===== src/rtl/gerador_pulso_acao_pkg.sv =====
// pkg_sequenciador: definitions shared by the sequencer's input conditioners.
//   - estado_btn_t: debounce FSM state encoding. Bit 1 set means "pressed
//     as far as the outside world knows".
//   - DEBOUNCE_CYCLES_DEF: default debounce window, derived from the board
//     clock frequency and the desired window in milliseconds.
package pkg_sequenciador;

  localparam int CLK_FREQ_HZ         = 50_000_000;
  localparam int DEBOUNCE_MS         = 20;
  localparam int DEBOUNCE_CYCLES_DEF = (CLK_FREQ_HZ / 1000) * DEBOUNCE_MS;

  typedef enum logic [1:0] {
    SOLTO       = 2'b00,
    CONF_PRESS  = 2'b01,
    PRESSIONADO = 2'b10,
    CONF_SOLTA  = 2'b11
  } estado_btn_t;

endpackage


===== src/rtl/gerador_pulso_acao_sincronizador_2ff.sv =====
// sincronizador_2ff: two-flop synchronizer for one asynchronous level.
// Ports:
//   clk      - destination clock
//   rst_n    - asynchronous active-low reset; both flops load RST_VAL
//   d_async  - asynchronous input level
//   d_sync   - synchronized level, two clk edges behind d_async
// RST_VAL should be the input's idle level so that releasing reset does not
// fabricate an edge.
module sincronizador_2ff #(
  parameter logic RST_VAL = 1'b0
) (
  input  logic clk,
  input  logic rst_n,
  input  logic d_async,
  output logic d_sync
);

  logic meta_d, meta_q;
  logic sync_d, sync_q;

  always_comb begin
    meta_d = d_async;
    sync_d = meta_q;
  end

  always_ff @(posedge clk or negedge rst_n) begin
    if (!rst_n) begin
      meta_q <= RST_VAL;
      sync_q <= RST_VAL;
    end else begin
      meta_q <= meta_d;
      sync_q <= sync_d;
    end
  end

  assign d_sync = sync_q;

endmodule


===== src/rtl/gerador_pulso_acao.sv =====
// gerador_pulso_acao: turns a raw bouncing push-button into exactly one
// single-cycle action_pulso per confirmed press.
// Ports:
//   clk           - system clock
//   rst_n         - asynchronous active-low reset
//   botao_raw     - raw button level (polarity set by BTN_ACTIVE_LOW)
//   habilita      - 1 allows pulse generation; 0 tracks presses silently
//   action_pulso  - one-cycle registered pulse per confirmed press
//   botao_estavel - debounced pressed level (1 = pressed)
//
// state       | meaning
// ------------+---------------------------------------------------
// SOLTO       | released and stable
// CONF_PRESS  | press seen, counting stable cycles to confirm it
// PRESSIONADO | press confirmed and stable
// CONF_SOLTA  | release seen, counting stable cycles to confirm it
module gerador_pulso_acao
  import pkg_sequenciador::*;
#(
  parameter int DEBOUNCE_CYCLES = DEBOUNCE_CYCLES_DEF,
  parameter int CNT_W           = 20,
  parameter bit BTN_ACTIVE_LOW  = 1'b1
) (
  input  logic clk,
  input  logic rst_n,
  input  logic botao_raw,
  input  logic habilita,
  output logic action_pulso,
  output logic botao_estavel
);

  localparam logic             RAW_IDLE = BTN_ACTIVE_LOW ? 1'b1 : 1'b0;
  localparam logic [CNT_W-1:0] CNT_MAX  = CNT_W'(DEBOUNCE_CYCLES - 1);

  logic btn_sync;
  logic btn_s;

  sincronizador_2ff #(
    .RST_VAL (RAW_IDLE)
  ) u_sinc_botao (
    .clk     (clk),
    .rst_n   (rst_n),
    .d_async (botao_raw),
    .d_sync  (btn_sync)
  );

  assign btn_s = BTN_ACTIVE_LOW ? ~btn_sync : btn_sync;

  estado_btn_t      estado_d, estado_q;
  logic [CNT_W-1:0] cnt_d, cnt_q;
  logic             pulso_d, pulso_q;
  logic             cnt_fim;

  assign cnt_fim = (cnt_q == CNT_MAX);

  // The counter is cleared on every transition so each CONF_* state starts
  // from zero and it can never wrap.
  always_comb begin
    estado_d = estado_q;
    cnt_d    = cnt_q;
    pulso_d  = 1'b0;
    case (estado_q)
      SOLTO: begin
        if (btn_s) begin
          estado_d = CONF_PRESS;
          cnt_d    = '0;
        end
      end
      CONF_PRESS: begin
        if (!btn_s) begin
          estado_d = SOLTO;
          cnt_d    = '0;
        end else if (cnt_fim) begin
          estado_d = PRESSIONADO;
          cnt_d    = '0;
          // A disabled confirm drops the pulse for good; nothing is queued.
          pulso_d  = habilita;
        end else begin
          cnt_d = cnt_q + 1'b1;
        end
      end
      PRESSIONADO: begin
        if (!btn_s) begin
          estado_d = CONF_SOLTA;
          cnt_d    = '0;
        end
      end
      CONF_SOLTA: begin
        if (btn_s) begin
          estado_d = PRESSIONADO;
          cnt_d    = '0;
        end else if (cnt_fim) begin
          estado_d = SOLTO;
          cnt_d    = '0;
        end else begin
          cnt_d = cnt_q + 1'b1;
        end
      end
      default: begin
        estado_d = SOLTO;
        cnt_d    = '0;
      end
    endcase
  end

  always_ff @(posedge clk or negedge rst_n) begin
    if (!rst_n) begin
      estado_q <= SOLTO;
      cnt_q    <= '0;
      pulso_q  <= 1'b0;
    end else begin
      estado_q <= estado_d;
      cnt_q    <= cnt_d;
      pulso_q  <= pulso_d;
    end
  end

  assign action_pulso = pulso_q;
  // PRESSIONADO and CONF_SOLTA share bit 1, so the pressed level comes
  // straight off one state flop and cannot glitch.
  assign botao_estavel = estado_q[1];

endmodule

===== config.mk =====
export PLATFORM = sky130hd
export DESIGN_NAME = gerador_pulso_acao
export DESIGN_NICKNAME = d
export VERILOG_FILES = /design/src/rtl/gerador_pulso_acao_pkg.sv /design/src/rtl/gerador_pulso_acao_sincronizador_2ff.sv /design/src/rtl/gerador_pulso_acao.sv
export SDC_FILE = /design/constraint.sdc
export NUM_CORES = 1
export LEC_CHECK = 0
export BUFFER_PORTS_ARGS = -buffer_cell sky130_fd_sc_hd__buf_4
export CORE_UTILIZATION = 50
export CTS_CLUSTER_SIZE = 40
export DETAILED_ROUTE_END_ITERATION = 10
export GPL_TIMING_DRIVEN = 0
export PLACE_DENSITY = 0.79
export SETUP_SLACK_MARGIN = 0.3
export SYNTH_ARGS = -nofsm -noshare
export SYNTH_HDL_FRONTEND = slang
export SYNTH_HIERARCHICAL = 1
export SYNTH_SLANG_ARGS = --single-unit
export TNS_END_PERCENT = 5

===== constraint.sdc =====
create_clock -name clk -period 2.35 [get_ports clk]
set_input_delay 0.47 -clock clk [delete_from_list [all_inputs] [get_ports clk]]
set_output_delay 0.47 -clock clk [all_outputs]
set_load 0.05 [all_outputs]

# Word level (Yosys, flattened, before mapping)
# Cells that the tools add are included.
# Widths: inputs -> output; s select.
dict set report classes {
  reduce_logical 3
  mux 16
  addsub 1
  eq_ne 8
}
# operator n
set op_table {}
lappend op_table {{$mux 20} 5}
lappend op_table {{$pmux 20 s4} 1}
lappend op_table {{$add 20x1->20 const B} 1}
lappend op_table {{$eq 20x20->1 const B} 1}
lappend op_table {{$mux 2} 6}
lappend op_table {{$pmux 2 s4} 1}
lappend op_table {{$eq 2x2->1 const B} 2}
lappend op_table {{$reduce_and 4->1} 1}
lappend op_table {{$mux 1} 3}
lappend op_table {{$ne 3x2->1 const B} 1}
lappend op_table {{$ne 3x3->1 const B} 1}
lappend op_table {{$eq 2x1->1 const B} 1}
lappend op_table {{$logic_not 2->1} 1}
lappend op_table {{$ne 2x1->1 const B} 1}
lappend op_table {{$ne 2x2->1 const B} 1}
lappend op_table {{$reduce_and 2->1} 1}
dict set report totals {
  word_cells 33
  out_inout_bits 2
  regBits 25
  in_bits 4
}

# Logic depth before layout (Yosys ltp)
# Gate-level depths: netlist (run 1).
dict set report logic_depth {
  ltp_word 4
  mapped_depth 7
  mapped_depth_nobuf 6
}

# Cells and area by module
# The synthesis (run 1) kept the hierarchy.
# module cells_per_inst n_inst area_per_inst_um2
set modules_own_cells {}
lappend modules_own_cells {gerador_pulso_acao 144 1 1362.6}
lappend modules_own_cells {sincronizador_2ff 2 1 52.6}

# Worst setup path before layout (run 1)
# No wires, ideal clock.
dict set report synth_timing {
  kind {register -> register}
  start {register cnt_q[8]}
  end {register cnt_q[2]}
  setup_slack_ps 557
  synth_period_minus_slack_ps 1793
  t_required_ps 2232
  t_arrival_ps 1675
  path_stages_with_launch 7
  setup_time_ps 118
  n_path_buf 1
  cell_sequence {dfrtp_1 > or4b_4 > nor3_4 > a31o_4 > buf_6 > o21ai_1 > a21o_1}
}
dict set report synth_via {
  elab_chain_len 4
}
# item line_no
set synth_lines {}
lappend synth_lines {{start, declared} gerador_pulso_acao.sv:50} ;# logic [CNT_W-1:0] cnt_d, cnt_q;
lappend synth_lines {{start signal, assigned} gerador_pulso_acao.sv:113} ;# cnt_q <= cnt_d;
lappend synth_lines {{$eq 20x20->1 *} gerador_pulso_acao.sv:54} ;# assign cnt_fim = (cnt_q == CNT_MAX);
lappend synth_lines {{$mux 20 *} {gerador_pulso_acao.sv:73, gerador_pulso_acao.sv:92}}
lappend synth_lines {{$mux 20 (on tied branches)} {gerador_pulso_acao.sv:89, gerador_pulso_acao.sv:70}}
lappend synth_lines {{$pmux 20 s4 *} gerador_pulso_acao.sv:62} ;# case (estado_q)
# Every way passes the cells marked *; elsewhere a longest branch is shown, timed or not.
# A chain may end at the register's enable or synchronous reset.

# Worst setup path after layout (run 1)
# Same ends and word-level chain as after synthesis.

==> results of run 1 <==
==> state kept, by name, indices dropped and copies added, names as in the netlist, named ones only <==
register	flops
estado_q	1
u_sinc_botao/meta_q	1
action_pulso	1
cnt_q	20
u_sinc_botao/d_sync	1
==> what timing repair did <==
action | CTS | global route
gates cloned | 0 | 0
hold endpoints to repair | 0 | 0
pin swaps | 0 | 3
setup endpoints to repair | 7 | 14
resized for setup | 1 | 7
buffers inserted | 0 | 5
==> through the flow <==
step	hold slack, ns	std cells	utilization [%]
5_1_grt	0.0399	190	62.1
2_1_floorplan	0.174	146	-
6_report	0.0107	190	62.1
3_3_place_gp	0.346	181	58.0
3_5_place_dp	0.354	181	58.0
4_1_cts	0.0157	185	59.3
==> cells in the final DEF (no fill, tap or decap), drive strengths merged, types with 2 or more instances in the layout <==
cell type / netlist / layout
nand3: 9 / 9
a21o: 5 / 5
a22o: 5 / 5
buf: 5 / 15
inv: 5 / 5
o21ai: 17 / 17
clkbuf: 1 / 5
nor2: 9 / 9
nor4: 6 / 6
nand4: 7 / 7
nand2: 18 / 18
dfrtp: 23 / 23
or3: 4 / 4
xnor2: 4 / 4
a31oi: 2 / 2
and3: 3 / 3
nor3: 6 / 6
dfstp: 2 / 2
a21oi: 4 / 4
==> cells by family after synthesis <==
family                   Yosys count
adder cells (fa/ha/maj)            1
flip-flops                        25
XOR/XNOR                           5
AO/OA/AOI/OAI                     36
AND/OR/NAND/NOR                   68
buffers and inverters             11
==> report_power, final <==
| part | internal [W] | switching [W] | leakage, nW | total, W |
|---|---|---|---|---|
| Clock | 0.0000666 | 0.000127 | 0.0150 | 0.000193 |
| Sequential | 0.000468 | 0.0000483 | 0.334 | 0.000516 |
| Combinational | 0.000209 | 0.000324 | 0.341 | 0.000533 |
==> layer usage <==
layer	GRT usage, %	wire length [um]	share of wire, %
met5	0	0	0
met4	11.8	53	1.7
met3	2.11	172	5.5
met2	32.4	1530	49
met1	29.4	1370	44
==> worst max-delay path by stage <==
stage / end / startpoint / slack (ns) / depth (start not counted)
global route: cnt_q[5] / cnt_q[8] / 0.28 / 6
floorplan: cnt_q[2] / cnt_q[8] / 0.56 / 6
finish: cnt_q[2] / cnt_q[8] / 0.35 / 6
CTS: cnt_q[18] / cnt_q[0] / 0.27 / 6
detailed placement: cnt_q[6] / cnt_q[0] / 0.26 / 6
global placement: cnt_q[1] / cnt_q[0] / 0.34 / 6
==> cell type report <==
cell class	instances	area share [%]
Inverter	5	1.18
Tap cell	30	2.35
Timing Repair Buffer	10	4.71
Multi-Input combinational cell	110	47.5
Sequential cell	25	39.5
Clock buffer	4	1.65
Buffer	6	3.06
==> impl_metrics.csv, run 1 <==
group,metric,value,unit
run_status,status,"finished clean",
layout,final-seq-area,631,um^2
yosys,synth_area,1420,um^2
global_route,grt_max_degree,26,
sta,fmax,0.499,GHz
die,fp.dieH,55.2,um
layout,fillerInstances,214,
setup_path,path_cells,"or4b_4, nor3_4, a31o_4, buf_8, o21ai_1, a21o_1",
setup_path,required,2.57,ns
power_and_ir_drop,p_leak,0.689,nW
setup_path,cp.buffers_inverters,1,
global_route,grt_use_total,21.1,%
yosys,synth_xor_area_share,3.09,%
cts,cts-root-buf,"clkbuf_4",
routing,wl_per_cell,16.5,um
yosys,synth.area.mux_share,0,%
global_route,grt_pass1_vias,1130,
layout,fin_nets,166,
cts,clk_latency,0.33,ns
yosys,async_flop_share,100,%
sta,finClkSkew,0.0137,ns
yosys,synth_top_family_by_area,"simple AND/OR/NAND/NOR gates",
placement,pre_cts_slack,0.262,ns
yosys,syn_nets,151,
yosys,synth-edff-count,0,
die,coreArea,2570,um^2
setup_path,r2r_end,"cnt_q[2]",
yosys,yosys_warnings,6,
sta,rsz0062_at_grt,"true",
die,rows,18,
cts,clock_path_buffers,2,
routing,vias,1193,
placement,gp_congestion,0.886,
placement,place_hpwl,2190,um
power_and_ir_drop,power,0.00124,W
die,io_pins,6,
sta,worstMarginPinSlew,0.509,ns
die,start_util,55.1,%
yosys,syn_area_per_cell,9.69,um^2
cts,cts_inserted_buffers,3,
yosys,ys.flop_type,"dfrtp_1",
yosys,yosys.area_share.simple,29.0,%
sta,final_max_slew_viol_count,0,
routing,firstDrtPassIters,4,
power_and_ir_drop,p_per_area,779,nW/um^2
power_and_ir_drop,irDropWorstVdd,0.681,mV
cts,cts_tree,"built",
global_route,gr-total-overflow,0,
sta,finalSetupTns,0,ns
cts,cts.sinks,25,
yosys,synth_commonest_cells,"dfrtp_1, nand2_1, o21ai_0, nand3_1, nor2_1",
setup_path,critPathMaxStageDelay,0.56,ns
cts,clkTransAtPathRegs,0.14,ns
setup_path,critPathKind,"reg -> reg",
placement,placed_area,1490,um^2
min_path,hp-class,"in -> async",
sta,setup_viol,0,
routing,wirelength,3130,um
run,max_cap_viol_count,0,
cts,cts_hold_buffers,0,
yosys,ys_top_cells_by_area,"dfrtp_1, nand2_1, o21ai_0, dfstp_2, nand3_1",
routing,detail-route-antenna-nets,0,
sta,period_minus_slack,2.00,ns
die,fp.dieArea,3050,um^2
global_route,antenna_found_initial,0,
layout,drive_above_1_share,25.0,%
yosys,synth-adder-area-share,0.884,%
yosys,synth-compound-area-share,18.1,%
routing,drc,0,
setup_path,r2r_start,"cnt_q[8]",
sta,hold_viol_final,0,
die,die-width,55.2,um
layout,n_antenna_cell,0,
layout,area_growth,12.7,%
setup_path,crit_path_start_kind,"register",
routing,drt-initial-drc-count,44,
setup_path,critical-path-top-delay-family,"simple AND/OR/NAND/NOR gates",
yosys,yosysMostFrequentCell,"dfrtp_1",
yosys,seq_area_frac_synth,44.4,%
layout,multi_input_area,758,um^2
setup_path,reg2reg_slack,0.35,ns
setup_path,crit_path_top_delay_cell,"or4b_4",
setup_path,endpoint_kind,"register",
yosys,synthCells,146,
yosys,ys_ff_latch,25,
global_route,grt_pass1_wl,5040,um
sta,worst_slack,0.346,ns
layout,fin_area,1600,um^2
routing,viasPerCell,6.28,
placement,port_buffers,5,
sta,max-slew-margin-rel,65.8,%
setup_path,arrival,2.22,ns
cts,htree_levels,1,
yosys,synth_top_area_share,40.7,%
sta,post-route-period-util,85.3,%
setup_path,rr_worst_depth,6,
yosys,synthDistinctLibCells,40,
setup_path,path_max_fanout,8,
yosys,synth_top_cell_by_area,"dfrtp_1",
(Power assumes the default switching activity.)
==> run 2: changes to the inputs <==
- clock period: 2.35 -> 1.9 ns (I/O delays scaled with it)
==> run 2 against run 1 <==
The run now ends with setup timing left. Wire length grew 13%. Global-route usage grew 2.2 points. Critical path depth is the same. Largest power group unchanged. Worst setup slack lost 0.39 ns. Clock skew shrank 0.0028 ns.
==> impl_metrics.csv, run 2 (synthesized netlist as in run 1, its figures left out) <==
group,metric,value,unit
setup_path,critPathKind,"reg -> reg",
layout,area_growth,22.7,%
cts,cts.sinks,25,
routing,wirelength,3540,um
setup_path,endpoint_kind,"register",
setup_path,required,2.12,ns
setup_path,cp.buffers_inverters,1,
setup_path,reg2reg_slack,-0.04,ns
sta,hold_slack,0.139,ns
placement,pre_cts_slack,-0.151,ns
placement,placed_area,1490,um^2
placement,dp_cells,181,
cts,clock_path_buffers,2,
layout,n_antenna_cell,0,
routing,firstDrtPassIters,6,
routing,drt-initial-drc-count,71,
routing,detail-route-antenna-nets,0,
placement,place_hpwl,2200,um
placement,gp_congestion,0.876,
cts,cts-root-buf,"clkbuf_4",
sta,setup_viol,11,
power_and_ir_drop,p_per_area,953,nW/um^2
cts,clkTransAtPathRegs,0.14,ns
global_route,grt_pass1_wl,5440,um
power_and_ir_drop,p_leak,0.762,nW
sta,period_minus_slack,1.94,ns
layout,fin_area,1740,um^2
sta,hold_viol_final,0,
die,die-width,55.2,um
die,fp.dieH,55.2,um
setup_path,critPathMaxStageDelay,0.56,ns
sta,worst_slack,-0.0449,ns
run_status,violations,"setup timing",
global_route,grt_use_total,23.3,%
cts,cts_tree,"built",
sta,worstMarginPinSlew,0.525,ns
sta,post-route-period-util,102,%
cts,clk_latency,0.33,ns
power_and_ir_drop,irDropWorstVdd,0.928,mV
layout,drive_above_1_share,33.3,%
sta,max-slew-margin-rel,64.7,%
setup_path,arrival,2.17,ns
routing,vias,1271,
run_status,status,"complete, but fails checks",
setup_path,crit_path_top_delay_cell,"or4b_4",
routing,viasPerCell,6.32,
setup_path,crit_path_start_kind,"register",
layout,top_register,"cnt_q",
die,start_util,55.1,%
global_route,gr-total-overflow,0,
global_route,grt_pass1_vias,1118,
setup_path,critical-path-top-delay-family,"simple AND/OR/NAND/NOR gates",
sta,final_max_slew_viol_count,0,
die,coreArea,2570,um^2
layout,fin_nets,177,
global_route,grt_max_degree,26,
layout,mostFrequentLayoutCell,"dfrtp_1",
run,max_cap_viol_count,0,
sta,fmax,0.514,GHz
placement,port_buffers,5,
sta,finClkSkew,0.0109,ns
layout,layout_common_cells,"dfrtp_1, buf_4, nand2_1",
routing,drc,0,
layout,fin_cells,201,
routing,wl_per_cell,17.6,um
cts,htree_levels,1,
die,fp.dieArea,3050,um^2
setup_path,path_max_fanout,7,
die,rows,18,
global_route,antenna_found_initial,0,
layout,largest_reg_flops,20,
sta,rsz0062_at_grt,"true",
setup_path,path_cells,"or4b_4, nor3_4, a31o_4, buf_8, o21ai_2, a21o_1",
min_path,hp-class,"in -> reg",
die,io_pins,6,
cts,cts_inserted_buffers,3,
==> run 2: worst paths after layout <==
kind	start	to	depth (start not counted)
max in group asynchronous	rst_n	u_sinc_botao/meta_q	2
max reg2reg	cnt_q[10]	cnt_q[2]	6
min	botao_raw	u_sinc_botao/meta_q	1
min reg2reg	u_sinc_botao/meta_q	u_sinc_botao/d_sync	0
min in group asynchronous	rst_n	asynchronous set/reset pin	2
max	cnt_q[10]	cnt_q[2]	6
==> run 2: report_power, final <==
group / total (W) / leakage [nW] / internal (W) / switching [W]
Sequential: 0.000640 / 0.334 / 0.000579 / 0.0000611
Clock: 0.000244 / 0.0177 / 0.0000790 / 0.000165
Combinational: 0.000771 / 0.410 / 0.000331 / 0.000440
Total: 0.00165 / 0.762 / 0.000989 / 0.000666
==> run 2: metrics by stage <==
stage,utilization (%),power (W),setup TNS (ns)
2_1_floorplan,-,0.00107,0
3_3_place_gp,58.0,0.00122,-0.802
3_5_place_dp,58.0,0.00125,-1.50
4_1_cts,64.8,0.00165,-0.212
5_1_grt,67.6,0.00173,-0.938
6_report,67.6,0.00165,-0.183
==> run 2: routing by layer <==
metal  vias up  GRT usage (%)  part of all wire, %
met3        12           2.11                  5.2
met4         0           8.57                  2.7
met2        53           38.4                   49
met5         -              0                    0
met1       618           32.0                   43
li1        588              -                    -
==> run 2: worst register-to-register path: cells and delay by family, from the launching register on <==
kind	cells	cell delay (ns)
AOI/OAI and AO/OA	3	0.48
buffers and inverters	1	0.14
DFF	1	0.43
and+or+nand+nor	2	0.80
==> run 2: timing repair <==
item	4_1_cts	5_1_grt
pin swaps	11	6
endpoints found under the hold margin	23	0
endpoints found under the setup margin	23	23
resized for setup	16	5
gates cloned	1	0
hold buffers	1	0
setup buffers	7	7
==> run 2: area by class of cell <==
class	count	area (um^2)
fill	215	831
multi-input combinational	110	790
clock buffer	3	22.5
tap	30	37.5
timing repair buffer	21	184
sequential	25	631
buffer	6	48.8
inverter	5	18.8
clock inverter	1	5.00
